===== src/rtl/cfa_pkg.sv =====
// Shared types and widths for the CFA pipeline front end.
// Dimension buses are 11 bits; address_gen forms row*col_max+col in 22 bits.
package cfa_pkg;
    localparam int DIM_W  = 11;
    localparam int ADDR_W = 22;

    typedef enum logic [1:0] {
        CFA_R  = 2'd0,
        CFA_GR = 2'd1,
        CFA_GB = 2'd2,
        CFA_B  = 2'd3
    } cfa_color_t;

    typedef enum logic [1:0] {
        RGGB = 2'd0,
        GRBG = 2'd1,
        GBRG = 2'd2,
        BGGR = 2'd3
    } bayer_pat_t;

    typedef enum logic [1:0] {
        ST_IDLE = 2'd0,
        ST_SCAN = 2'd1,
        ST_FIN  = 2'd2
    } scan_state_t;
endpackage


===== src/rtl/wrap_counter.sv =====
// Up-counter that wraps to zero after reaching `max`; `clr` wins over `en`.
module wrap_counter #(
    parameter int W = cfa_pkg::DIM_W
) (
    input  logic         clk,
    input  logic         rst_n,
    input  logic         en,
    input  logic         clr,
    input  logic [W-1:0] max,
    output logic [W-1:0] count,
    output logic         at_max
);
    import cfa_pkg::*;

    assign at_max = (count == max);

    always_ff @(posedge clk or negedge rst_n) begin
        if (!rst_n)
            count <= '0;
        else if (clr)
            count <= '0;
        else if (en)
            count <= at_max ? '0 : count + 1'b1;
    end
endmodule


===== src/rtl/cfa_raster_scan.sv =====
// Raster-order pixel coordinate sequencer with Bayer colour and border sideband.
// Every output is a flop loaded from the next-cycle value computed below.
module cfa_raster_scan #(
    parameter int         DIM_W     = cfa_pkg::DIM_W,
    parameter logic [1:0] BAYER_PAT = 2'd0
) (
    input  logic             clk,
    input  logic             rst_n,
    input  logic             start,
    input  logic             abort,
    input  logic [DIM_W-1:0] img_width,
    input  logic [DIM_W-1:0] img_height,
    input  logic             ready,
    output logic             valid,
    output logic [DIM_W-1:0] row,
    output logic [DIM_W-1:0] col,
    output logic [DIM_W-1:0] col_max,
    output logic [1:0]       cfa_color,
    output logic             at_top,
    output logic             at_bottom,
    output logic             at_left,
    output logic             at_right,
    output logic             last,
    output logic             busy,
    output logic             done,
    output logic             err
);
    import cfa_pkg::*;

    scan_state_t      state, state_nxt;
    logic [DIM_W-1:0] width_r, height_r;
    logic [DIM_W-1:0] col_cnt, row_cnt;
    logic             col_at_max, row_at_max;
    logic             in_scan, accept, start_ok, dim_zero, cnt_clr, row_en, last_pix;

    logic [DIM_W-1:0] width_n, height_n, ncol, nrow;
    logic             scan_n, valid_n, busy_n, done_n, err_n;
    logic             top_n, bottom_n, left_n, right_n, last_n;
    cfa_color_t       color_n;

    assign in_scan  = (state == ST_SCAN);
    assign accept   = in_scan & ready & ~abort;
    assign start_ok = (state == ST_IDLE) & start & ~abort;
    assign dim_zero = (img_width == '0) | (img_height == '0);
    assign last_pix = col_at_max & row_at_max;

    // Counters sit at zero outside SCAN so a new frame always begins at (0,0).
    assign cnt_clr = ~in_scan | abort;
    assign row_en  = col_at_max & accept;

    wrap_counter #(.W(DIM_W)) u_col (
        .clk    (clk),
        .rst_n  (rst_n),
        .en     (accept),
        .clr    (cnt_clr),
        .max    (width_r - 1'b1),
        .count  (col_cnt),
        .at_max (col_at_max)
    );

    wrap_counter #(.W(DIM_W)) u_row (
        .clk    (clk),
        .rst_n  (rst_n),
        .en     (row_en),
        .clr    (cnt_clr),
        .max    (height_r - 1'b1),
        .count  (row_cnt),
        .at_max (row_at_max)
    );

    assign row     = row_cnt;
    assign col     = col_cnt;
    assign col_max = width_r;

    always_ff @(posedge clk or negedge rst_n) begin
        if (!rst_n)
            state <= ST_IDLE;
        else
            state <= state_nxt;
    end

    always_comb begin
        state_nxt = state;
        case (state)
            ST_IDLE: if (start_ok) state_nxt = dim_zero ? ST_FIN : ST_SCAN;
            ST_SCAN: if (accept && last_pix) state_nxt = ST_FIN;
            ST_FIN:  state_nxt = ST_IDLE;
            default: state_nxt = ST_IDLE;
        endcase
        if (abort)
            state_nxt = ST_IDLE;
    end

    // Next-cycle coordinate mirrors what the counters will hold after this edge,
    // so the colour/flag flops line up with row/col.
    always_comb begin
        width_n  = start_ok ? img_width  : width_r;
        height_n = start_ok ? img_height : height_r;
        ncol     = col_cnt;
        nrow     = row_cnt;
        if (start_ok) begin
            ncol = '0;
            nrow = '0;
        end else if (accept) begin
            ncol = col_at_max ? '0 : col_cnt + 1'b1;
            nrow = col_at_max ? row_cnt + 1'b1 : row_cnt;
        end
        scan_n   = (state_nxt == ST_SCAN);
        valid_n  = scan_n;
        busy_n   = (state_nxt != ST_IDLE);
        done_n   = (state_nxt == ST_FIN);
        err_n    = start_ok & dim_zero;
        top_n    = scan_n & (nrow == '0);
        bottom_n = scan_n & (nrow == height_n - 1'b1);
        left_n   = scan_n & (ncol == '0);
        right_n  = scan_n & (ncol == width_n - 1'b1);
        last_n   = bottom_n & right_n;
        color_n  = scan_n ? cfa_color_t'({nrow[0], ncol[0]} ^ BAYER_PAT) : CFA_R;
    end

    always_ff @(posedge clk or negedge rst_n) begin
        if (!rst_n) begin
            width_r   <= '0;
            height_r  <= '0;
            valid     <= 1'b0;
            busy      <= 1'b0;
            done      <= 1'b0;
            err       <= 1'b0;
            at_top    <= 1'b0;
            at_bottom <= 1'b0;
            at_left   <= 1'b0;
            at_right  <= 1'b0;
            last      <= 1'b0;
            cfa_color <= 2'd0;
        end else begin
            if (start_ok) begin
                width_r  <= img_width;
                height_r <= img_height;
            end
            valid     <= valid_n;
            busy      <= busy_n;
            done      <= done_n;
            err       <= err_n;
            at_top    <= top_n;
            at_bottom <= bottom_n;
            at_left   <= left_n;
            at_right  <= right_n;
            last      <= last_n;
            cfa_color <= color_n;
        end
    end
endmodule


===== config.mk =====
export PLATFORM = sky130hd
export DESIGN_NAME = cfa_raster_scan
export DESIGN_NICKNAME = d
export VERILOG_FILES = /design/src/rtl/cfa_pkg.sv /design/src/rtl/wrap_counter.sv /design/src/rtl/cfa_raster_scan.sv
export SDC_FILE = /design/constraint.sdc
export NUM_CORES = 1
export LEC_CHECK = 0
export BUFFER_PORTS_ARGS = -buffer_cell sky130_fd_sc_hd__clkbuf_2
export CORE_UTILIZATION = 59
export CTS_CLUSTER_DIAMETER = 150
export DETAILED_ROUTE_END_ITERATION = 7
export GPL_ROUTABILITY_DRIVEN = 0
export PLACE_DENSITY = 0.82
export SLEW_MARGIN = 20
export SYNTH_ARGS = -nofsm -noshare
export SYNTH_HDL_FRONTEND = slang
export SYNTH_SLANG_ARGS = --single-unit

===== constraint.sdc =====
create_clock -name clk -period 5.8 [get_ports clk]
set_input_delay 0.29 -clock clk [delete_from_list [all_inputs] [get_ports clk]]
set_output_delay 0.29 -clock clk [all_outputs]
set_load 0.02 [all_outputs]

Word level (Yosys, flattened, before mapping)
Cells that the tools add are included.
- add/sub/neg operators: 6
- equality and inequality tests: 7
- muxes and demuxes: 18
- bitwise logic cells: 16
- reductions and logical operators: 8
- operators by type and width (kind ; count):
    11-bit two-way mux ; 12
    11-bit equality test ; 4
    11-bit logical NOT ; 4
    11-bit by 1-bit subtractor with 11-bit output (second input constant) ; 4
    11-bit by 1-bit adder with 11-bit output (second input constant) ; 2
    1-bit bitwise AND ; 12
    2-bit two-way mux ; 5
    2-bit by 1-bit equality test with 1-bit output (second input constant) ; 2
    2-bit case mux with 2 select lines ; 1
    2-bit nonzero test ; 2
    2-bit equality test (second input constant) ; 1
    2-bit logical NOT ; 1
    1-bit NOT ; 2
    1-bit OR ; 2
    1-bit logical AND ; 1
- flip-flop bits (word level): 57
- word-level logic and storage cells: 70

Depth between registers and ports, before layout
Gate-level depths: netlist of the first run.
- depth after elaboration: 10
- depth in mapped cells: 21
- gate-level depth less buffers: 14

Modules after synthesis
Synthesis of the first run repeated with hierarchy kept, for this count alone.
- cell total of the unflattened synthesis: 587
- area, all modules: 4768.3 um^2
- by module, submodules not included (module ; instances ; cells an instance ; area an instance (um^2) ; sequential area each (um^2)):
    cfa_raster_scan ; 1 ; 425 ; 3276.9 ; 875.8
    wrap_counter ; 2 ; 81 ; 745.7 ; 275.3

Worst setup path before layout of the first run
OpenSTA, ideal clock, no wires.
- path kind: reg2reg
- from: register state[1]
- to: register last
- setup time: 0.096 ns
- arrival time: 4.569 ns
- setup slack: 1.136 ns
- stages on the path, launching flop included: 21
- buffers on the path: 6
- path through: dfrtp_1 nor4b_2 buf_4 buf_2 buf_2 buf_2 buf_1 clkbuf_1 nor2_1 a21oi_1 ha_1 nor2b_1 mux2i_1 a211oi_2 mux2i_1 o21ai_1 a211oi_1 nand3_1 nor4_1 nand4_1 a311oi_2
- word-level cells in the longest chain between the ends: 10
- elaborated cells between the ends (all ways): 25
- classes of those cells: 2 x add/sub; 4 x eq/ne; 10 x mux; 7 x bitwise; 2 x reduce/logical
- ends and longest elaborated chain (item ; line ; text):
    start: declaration ; cfa_raster_scan.sv:30 ; scan_state_t state, state_nxt;
    start signal: assignment ; cfa_raster_scan.sv:79 ; state <= state_nxt;
    parallel branches: the longest is 9 deep, another holds 11-bit by 1-bit subtractor with 11-bit output ; -- ;
    1-bit bitwise AND * ; cfa_raster_scan.sv:117 ; last_n = bottom_n & right_n;
    named net last_n ; cfa_raster_scan.sv:38 ; logic top_n, bottom_n, left_n, right_n, last_n;
    end signal: assignment ; cfa_raster_scan.sv:148 ; last <= last_n;
    end: declaration ; cfa_raster_scan.sv:23 ; output logic last,
Mark *: on every way through the listed nets, which the timed path passes.
A chain may end at the register's enable or synchronous reset.

Worst setup path after layout of the first run
Ends and elaborated chain as after synthesis.

==> results of run 1 <==
## metal layers
layer  up-vias  share of wire
li1       2479              -
met1      2613           0.39
met2       456           0.43
met3        90           0.14
met4         0          0.040
met5         -              0
## layout by cell type, fill, tap and decap left out, types with 15 or more instances in the layout
| cell | Yosys | final |
|---|---|---|
| o31ai_1 | 18 | 18 |
| o21ai_0 | 23 | 23 |
| nor2_1 | 62 | 62 |
| inv_1 | 33 | 33 |
| dfrtp_1 | 57 | 57 |
| and3_1 | 15 | 15 |
| nand3_1 | 27 | 27 |
| nand4_1 | 18 | 18 |
| a21oi_1 | 24 | 24 |
| xnor2_1 | 38 | 38 |
| nor3_1 | 25 | 25 |
| xor2_1 | 22 | 22 |
| mux2i_1 | 18 | 18 |
| clkbuf_2 | 0 | 70 |
| nand2_1 | 71 | 71 |
## power groups by stage
stage	Clock (W)	Combinational [W]	Sequential, W
2_1_floorplan	0	0.000409	0.000500
3_3_place_gp	0	0.000536	0.000506
3_5_place_dp	0	0.000554	0.000510
4_1_cts	0.000426	0.000559	0.000503
5_1_grt	0.000442	0.000622	0.000512
6_report	0.000420	0.000579	0.000507
## cells by family after synthesis
group / after synthesis / share of synthesized area
simple gates: 292 / 0.3003
compound gates: 145 / 0.1975
buf+inv: 76 / 0.06367
xor+xnor: 61 / 0.1056
flops: 57 / 0.2750
mux: 22 / 0.04341
fa+ha+maj: 6 / 0.01447
## sequential cells by signal, summed over array words and instances, names as in the netlist
signal and flops:
done 1, busy 1, at_top 1, at_right 1, col_max 11, last 1, valid 1, err 1
u_col.count 11, at_left 1, u_row.count 11, height_r 11, cfa_color 2, at_bottom 1, state 2
## how the worst max path moves through the flow
stage | end | cells past startpoint | slack (ns)
2_1_floorplan | last | 20 | 1.14
3_3_place_gp | at_top | 12 | 1.91
3_5_place_dp | at_top | 10 | 1.83
4_1_cts | at_top | 10 | 1.79
5_1_grt | at_top | 12 | 1.39
6_report | last | 14 | 1.62
## cell type report
type                       instances  area [µm²]
clock inverter                     6       92.59
tap                              105       131.4
fill                             686        2656
multi-input combinational        526        3443
inverter                          33       123.9
clock buffer                      10       127.6
sequential                        57        1426
timing repair buffer              74       380.4
## per-stage QoR
stage / instances / utilization
after CTS: 811 / 0.6831
after detailed placement: 795 / 0.6568
after global routing: 811 / 0.6831
after global placement: 795 / 0.6564
after floorplan: 659 / -
final: 811 / 0.6831
## critical path, delay by kind of cell, from the launching register on
family / cells / cell delay [ns]
flops: 1 / 0.45
simple gates: 6 / 1.57
mux: 1 / 0.43
fa+ha+maj: 1 / 0.25
compound gates: 5 / 1.01
xor+xnor: 1 / 0.36
==> results.yml, run 1 <==
clock_tree:
  ctsHoldBuffers: 0
  clockBufferDepth: 2
  cts-htree-levels: 3
  root_buffer: "clkbuf_8"
  cts_resized: 0
  worstSkewPairLatency_ns: 0.36
  clock_sinks: 57
  clk_pin_slew_worst_paths_ns: 0.08
  post_cts_buffers: 0
  cts_inserted_buffers: 9
  cts_tree: "built"
run_status:
  run_status: "finished, final reports clean"
placed_design:
  port_buffers: 70
  place_ws_ns: 1.826
  hpwl_um: 12450
  dpl_cell_area_mm2: 0.005505
sta:
  setup_viol: 0
  hold_viol_final: 0
  holdWs_ns: 0.07602
  slew_headroom: 0.2787
  fin_crit_sh: 0.7213
  rsz0062_at_grt: "no"
  min_period_ns: 4.184
  setup_ws_ns: 1.616
  fmax_mhz: 239.0
  finalSetupTns_ns: 0
  worstMarginPinSlew_ns: 1.074
  finClkSkew_ns: 0.01371
  drv_slew: 0
detailed_routing:
  dr.first_iter.drc_count: 873
  drt_wl_total_um: 16980
  wl_per_cell_um: 20.94
  vias: 5638
  dr.pass1.iters: 7
  drc: 0
  ant_nets: 0
  post_drt_via_cell_ratio: 6.952
floorplan:
  initial_core_util: 0.6189
  die_height_um: 95.77
  num_rows: 33
  core_mm2: 0.008382
  die_x_um: 95.77
  ios: 71
  die_area_mm2: 0.009171
cells_and_area:
  final_area_mm2: 0.005725
  area_growth_pct: 10.37
  drive_gt1_frac: 0.1615
  num_antenna_cells: 0
  nets: 734
logic_synthesis:
  synthFlopType: "dfrtp_1"
  synth.cell_area_mm2: 0.005187
  postSynthCellCount: 659
  synthTopCellsByCount: "71 x nand2_1, 62 x nor2_1, 57 x dfrtp_1"
  synth_edf_count: 0
  yosysTopAreaCell: "dfrtp_1"
  syn_area_per_cell_um2: 7.872
  yosysMostFrequentCell: "nand2_1"
  syn_nets: 692
  synth_area_leaders: "dfrtp_1 27%, xnor2_1 6.4%, nand2_1 5.1%"
  synth_top_area_frac: 0.2750
  ys_types: 84
  yosysWarnings: 0
  synthArstFlopShare: 1.000
  ys_seq_area_frac: 0.2750
  ys_seq_elements: 57
critical_path:
  cp_max_fo: 10
  r2r_slack_ns: 1.62
  required_ns: 6.06
  crit_arrival_ns: 4.45
  r2r-start: "state[1]"
  r2r_end: "last"
  critPathMaxStageDelay_ns: 0.56
  crit_type: "reg -> reg"
  slowest_stage: "nor4b_4"
  rr_worst_depth: 14
  cp_cell_sequence: "nor4b_4 -> nand2_1 -> and2_1 -> ha_1 -> nor2b_1 -> mux2i_1 -> a211oi_2 -> xnor2_1 -> o221ai_1 -> o31ai_1 -> o2111ai_1 -> nor4_1 -> nand4_1 -> a311oi_2"
  crit_path_start_kind: "flip-flop"
  cp-end-kind: "flip-flop"
  startpoint: "state[1]"
power:
  power_frac_comb: 0.385
  p_clk_frac: 0.279
  vdd_drop_max_mv: 0.1901
  seq_power_share: 0.337
  fin_total_pwr_w: 0.001505
  sw_frac_of_total: 0.4058
  p_leak_nw: 2.528
  p_switching_w: 0.0006107
  powerDensity_mw_per_mm2: 262.9
  power.internal_w: 0.0008943
grt:
  antenna_found_initial: 0
  grt-ovfl-total: 0
  grt-busiest-layer: "met2"
  grt_pass1_wl_um: 26550
  use_met2: 0.5649
  first_global_vias: 5100
  track_usage: 0.3868
  grt_max_degree: 58
  grt_use_met3: 0.1066
  grt.met1_usage: 0.5289
job:
  drv_cap: 0
hold_path:
  hold_path_class: "in -> async"
(Power assumes the default switching activity.)
==> run 2, diff against run 1 <==
Settings changed: CORE_UTILIZATION 59 to 53, PLACE_DENSITY 0.82 to 0.77.
Clock period 5.8 ns to 3.65 ns, I/O delays scaled along.
==> run 2 against run 1 <==
Net effect:
- via count grew 2.8%
- core utilization decreased by 2.8 points
- cell count is 7.6% higher
- clock power increased by 50%
- register-to-register slack worse by 1.6 ns
- power increased by 63%
- highest routed layer unchanged
- worst hold slack gained 0.027 ns
- worst setup slack worse by 1.6 ns
- non-clock buffer count grew 38
- routed wire length increased by 4.0%
- maximum frequency up 16%
==> results.yml, run 2 (same netlist as run 1, synthesis figures left out) <==
critical_path:
  critPathMaxStageDelay_ns: 0.53
  cp_max_fo: 5
  r2r_slack_ns: 0.04
  crit_arrival_ns: 3.86
  cp_cell_sequence: "or4b_4 -> nand2_1 -> and2_1 -> ha_4 -> nor2b_4 -> mux2i_2 -> a211oi_2 -> buf_4 -> mux2i_4 -> o21ai_1 -> a211oi_1 -> nand3_1 -> nor4_2 -> nand4_1 -> a311oi_2"
  rr_worst_depth: 15
  crit_type: "reg -> reg"
  r2r_end: "last"
  crit_path_start_kind: "flip-flop"
  r2r-start: "state[0]"
  startpoint: "state[0]"
  endpoint: "last"
  required_ns: 3.90
  cp-end-kind: "flip-flop"
  slowest_stage: "or4b_4"
grt:
  first_global_vias: 5200
  antenna_found_initial: 0
  grt_pass1_wl_um: 27450
  grt-ovfl-total: 0
  grt_max_degree: 39
  track_usage: 0.3532
hold_path:
  hold_path_class: "in -> reg"
  hold_path_depth: 3
clock_tree:
  root_buffer: "clkbuf_8"
  cts-htree-levels: 3
  cts_inserted_buffers: 9
  clock_sinks: 57
  worstSkewPairLatency_ns: 0.35
  clk_pin_slew_worst_paths_ns: 0.07
  cts_tree: "built"
  clockBufferDepth: 2
power:
  p_leak_nw: 2.743
  powerDensity_mw_per_mm2: 399.6
  vdd_drop_max_mv: 0.2719
floorplan:
  num_rows: 35
  ios: 71
  die_area_mm2: 0.01019
  initial_core_util: 0.5535
  die_height_um: 100.9
  core_mm2: 0.009371
  die_x_um: 100.9
cells_and_area:
  final_cells: 873
  drive_gt1_frac: 0.2245
  final_common_cell: "nand2_1"
  area_growth_pct: 18.26
  multiInputGateArea_mm2: 0.003540
  seq_area_mm2: 0.001428
  final_cell_mix: "71 x nand2_1, 70 x clkbuf_2, 62 x nor2_1, 56 x dfrtp_1, 40 x buf_4"
  num_antenna_cells: 0
  nFillCells: 831
  nets: 772
detailed_routing:
  post_drt_via_cell_ratio: 6.639
  drc: 0
  dr.first_iter.drc_count: 811
  vias: 5796
  ant_nets: 0
  wl_per_cell_um: 20.23
  drt_wl_total_um: 17660
  dr.pass1.iters: 7
sta:
  finClkSkew_ns: 0.009042
  hold_viol_final: 0
  fin_crit_sh: 0.9898
  fmax_mhz: 276.8
  drv_slew: 0
  slew_headroom: 0.4571
  finalSetupTns_ns: 0
  setup_viol: 0
  min_period_ns: 3.613
  rsz0062_at_grt: "yes"
  holdWs_ns: 0.1035
  worstMarginPinSlew_ns: 0.8144
job:
  drv_cap: 0
placed_design:
  hpwl_um: 13250
  dp_cells: 850
  port_buffers: 70
run_status:
  run_status: "finished, final reports clean"
==> run 2: metal layers <==
layer | up-vias | track usage | share of wire
met5 | - | 0 | 0
met4 | 0 | 0.1438 | 0.042
met3 | 93 | 0.08391 | 0.13
met2 | 449 | 0.5153 | 0.42
met1 | 2704 | 0.5009 | 0.41
li1 | 2550 | - | -
==> run 2: worst min path at each step <==
stage / start / end
after CTS: img_width[1] / col_max[1]
after floorplan: rst_n / at_bottom
after global routing: img_width[1] / col_max[1]
after global placement: rst_n / u_row.count[4]
final: img_width[1] / col_max[1]
after detailed placement: rst_n / u_col.count[10]
==> run 2: critical path, delay by kind of cell (launching register included) <==
| family | cells | cell delay, ns |
|---|---|---|
| AND/OR/NAND/NOR | 7 | 1.52 |
| AO/OA/AOI/OAI | 4 | 0.84 |
| flip-flops | 1 | 0.44 |
| multiplexers | 2 | 0.35 |
| buffers and inverters | 1 | 0.18 |
| adder cells (fa/ha/maj) | 1 | 0.17 |
==> run 2: repair_timing <==
action / 4_1_cts / 5_1_grt
setup endpoints to repair: 1 / 4
resized for setup: 1 / 16
pin swaps: 0 / 8
hold buffers: 1 / 0
endpoints found under the hold margin: 28 / 0
setup buffers: 0 / 6
==> run 2: area by class of cell <==
| cell class | count | area share |
|---|---|---|
| Multi-Input combinational cell | 526 | 0.5770 |
| Sequential cell | 57 | 0.2327 |
| Timing Repair Buffer | 112 | 0.1101 |
| Tap cell | 129 | 0.02631 |
| Clock buffer | 12 | 0.02529 |
| Inverter | 33 | 0.02019 |
| Clock inverter | 4 | 0.008362 |
==> run 2: report_power, final <==
| part | leakage [nW] | switching, W | internal, W |
|---|---|---|---|
| sequential | 0.747 | 0.000111 | 0.000688 |
| clock | 0.103 | 0.000276 | 0.000353 |
| combinational | 1.89 | 0.000614 | 0.000410 |
| total | 2.74 | 0.00100 | 0.00145 |
==> run 2: through the flow <==
stage                     total power (W)  cell area (µm²)  worst slack (ns)  utilization
final                            0.002452             6135           0.03708       0.6546
after global routing             0.002559             6135          -0.07097       0.6546
after CTS                        0.002384             6010          0.002128       0.6413
after detailed placement         0.001755             5789           0.07572       0.6178
after global placement           0.001719             5789            0.1729       0.6178
after floorplan                  0.001465             5279           -0.3093            -
==> run 3, diff against run 2 <==
Settings changed: GPL_TIMING_DRIVEN set to 0.
==> run 3 against run 2 <==
Net effect:
- the run now ends with DRC, setup timing left
- first-iteration DRC count up 0.25%
- clock-buffer cell count down 1
- power up 6.8%
- combinational power up 11%
- non-clock buffer count up 30
- maximum frequency down 11%
- core utilization up 3.2 points
- largest power group unchanged
==> results.yml, run 3 (same netlist as run 1, synthesis figures left out) <==
cells_and_area:
  final_cells: 903
  final_common_cell: "clkbuf_2"
  area_growth_pct: 23.97
  final_cell_mix: "71 x clkbuf_2, 69 x nand2_1, 61 x nor2_1, 53 x dfrtp_1, 36 x xnor2_1"
  drive_gt1_frac: 0.2416
  nFillCells: 781
  num_antenna_cells: 0
  final_area_mm2: 0.006431
  nets: 802
critical_path:
  crit_type: "reg -> reg"
  rr_worst_depth: 19
  slowest_stage: "dfrtp_2"
  worst-path-buf-inv: 5
  required_ns: 3.91
  cp_max_fo: 7
  critPathMaxStageDelay_ns: 0.44
  crit_cells: 19
  cp-end-kind: "flip-flop"
  cp_top_family: "simple AND/OR/NAND/NOR gates"
  crit_arrival_ns: 4.34
  critPathMostFrequentCell: "buf_8"
  cp_cell_sequence: "nor4b_4 -> buf_6 -> buf_8 -> buf_8 -> buf_8 -> nor2_4 -> a21oi_4 -> ha_4 -> nor2b_4 -> mux2i_4 -> a211oi_4 -> buf_6 -> mux2i_4 -> o21ai_1 -> a211oi_1 -> nand3_1 -> nor4_2 -> nand4_1 -> a311oi_2"
  crit_path_start_kind: "flip-flop"
clock_tree:
  cts-htree-levels: 3
  worstSkewPairLatency_ns: 0.36
  root_buffer: "clkbuf_8"
  cts_inserted_buffers: 9
  clockBufferDepth: 2
  clock_sinks: 57
  cts_tree: "built"
  clk_pin_slew_worst_paths_ns: 0.07
detailed_routing:
  dr.first_iter.drc_count: 813
  dr.pass1.iters: 8
  dr_wl_met2_um: 8212
  post_drt_via_cell_ratio: 6.750
  vias: 6095
  wl_met1_um: 7300
  drc: 8
  wl_per_cell_um: 21.45
  highest_layer: "met4"
  ant_nets: 0
  route.met3.wl_um: 2856
  drt_wl_total_um: 19370
sta:
  min_period_ns: 4.079
  finClkSkew_ns: 0.01229
  holdWs_ns: 0.07468
  hold_viol_final: 0
  setup_ws_ns: -0.4290
  fin_crit_sh: 1.118
  finalSetupTns_ns: -0.8368
  drv_slew: 0
  slew_headroom: 0.4768
  rsz0062_at_grt: "yes"
  worstMarginPinSlew_ns: 0.7629
  setup_viol: 3
  fmax_mhz: 245.2
hold_path:
  hold_path_class: "in -> reg"
  hold_path_depth: 3
placed_design:
  port_buffers: 70
  place_ws_ns: -1.197
  dpl_cell_area_mm2: 0.005813
  dp_cells: 859
  hpwl_um: 13500
floorplan:
  die_height_um: 100.9
  initial_core_util: 0.5535
  die_area_mm2: 0.01019
  core_mm2: 0.009371
  num_rows: 35
  ios: 71
  die_x_um: 100.9
power:
  p_leak_nw: 2.861
  vdd_drop_max_mv: 0.2762
  powerDensity_mw_per_mm2: 407.0
grt:
  grt_pass1_wl_um: 29960
  grt_max_degree: 36
  grt-ovfl-total: 0
  track_usage: 0.3900
  antenna_found_initial: 0
  first_global_vias: 5727
job:
  drv_cap: 0
run_status:
  failed_checks: "DRC, setup timing"
  run_status: "complete, but fails checks"
run 3: cell count changes in the layout (fill, tap and decap cells not counted), sizes merged:
cell / before / now
bufinv: 1 / 2
clkbuf: 82 / 102
buf: 41 / 50
run 3: metrics by stage:
stage          power (W)    util
3_5_place_dp    0.001745  0.6203
5_1_grt         0.002715  0.6862
2_1_floorplan   0.001465       -
6_report        0.002618  0.6862
3_3_place_gp    0.001709  0.6179
4_1_cts         0.002508  0.6710
run 3: worst paths after layout:
| kind | start | to | slack (ns) |
|---|---|---|---|
| max | state[0] | last | -0.43 |
| min | img_width[1] | col_max[1] | 0.07 |
| max reg2reg | state[0] | last | -0.43 |
| min reg2reg | height_r[9] | height_r[9] | 0.60 |
| max in group asynchronous | rst_n | state[0] | 2.83 |
| min in group asynchronous | rst_n | col_max[6] | 0.29 |
run 3: where the power goes:
| group | internal (W) | total (W) | switching [W] |
|---|---|---|---|
| clock | 0.000419 | 0.000711 | 0.000292 |
| combinational | 0.000444 | 0.00113 | 0.000686 |
| sequential | 0.000688 | 0.000776 | 0.0000885 |
run 3: worst reg2reg max path: stages, from the launching register on:
cell and delay (ns):
dfrtp_2 0.44, nor4b_4 0.35, buf_6 0.18, buf_8 0.12
buf_8 0.11, buf_8 0.13, nor2_4 0.04, a21oi_4 0.15
ha_4 0.18, nor2b_4 0.20, mux2i_4 0.12, a211oi_4 0.33
buf_6 0.16, mux2i_4 0.24, o21ai_1 0.11, a211oi_1 0.27
nand3_1 0.12, nor4_2 0.28, nand4_1 0.23, a311oi_2 0.25
run 3: final cells by class:
class	count	area (µm²)	share of cell area
multi-input combinational	526	3600	0.5597
sequential	57	1431	0.2226
timing repair buffer	107	650.6	0.1012
tap	129	161.4	0.02510
inverter	33	123.9	0.01926
buffer	35	235.2	0.03658
clock buffer	11	151.4	0.02354
clock inverter	5	77.57	0.01206
run 3: timing repair:
item	CTS	global route
endpoints found under the setup margin	23	24
buffers inserted	14	20
resized for setup	26	20
endpoints found under the hold margin	22	0
cloned	1	0
hold buffers	1	0
pin swaps	14	12
run 3: routing by layer:
metal / global-route usage / up-vias
li1: - / 2616
met1: 0.5287 / 2813
met2: 0.5653 / 538
met3: 0.1172 / 128
met4: 0.1862 / 0
met5: 0 / -
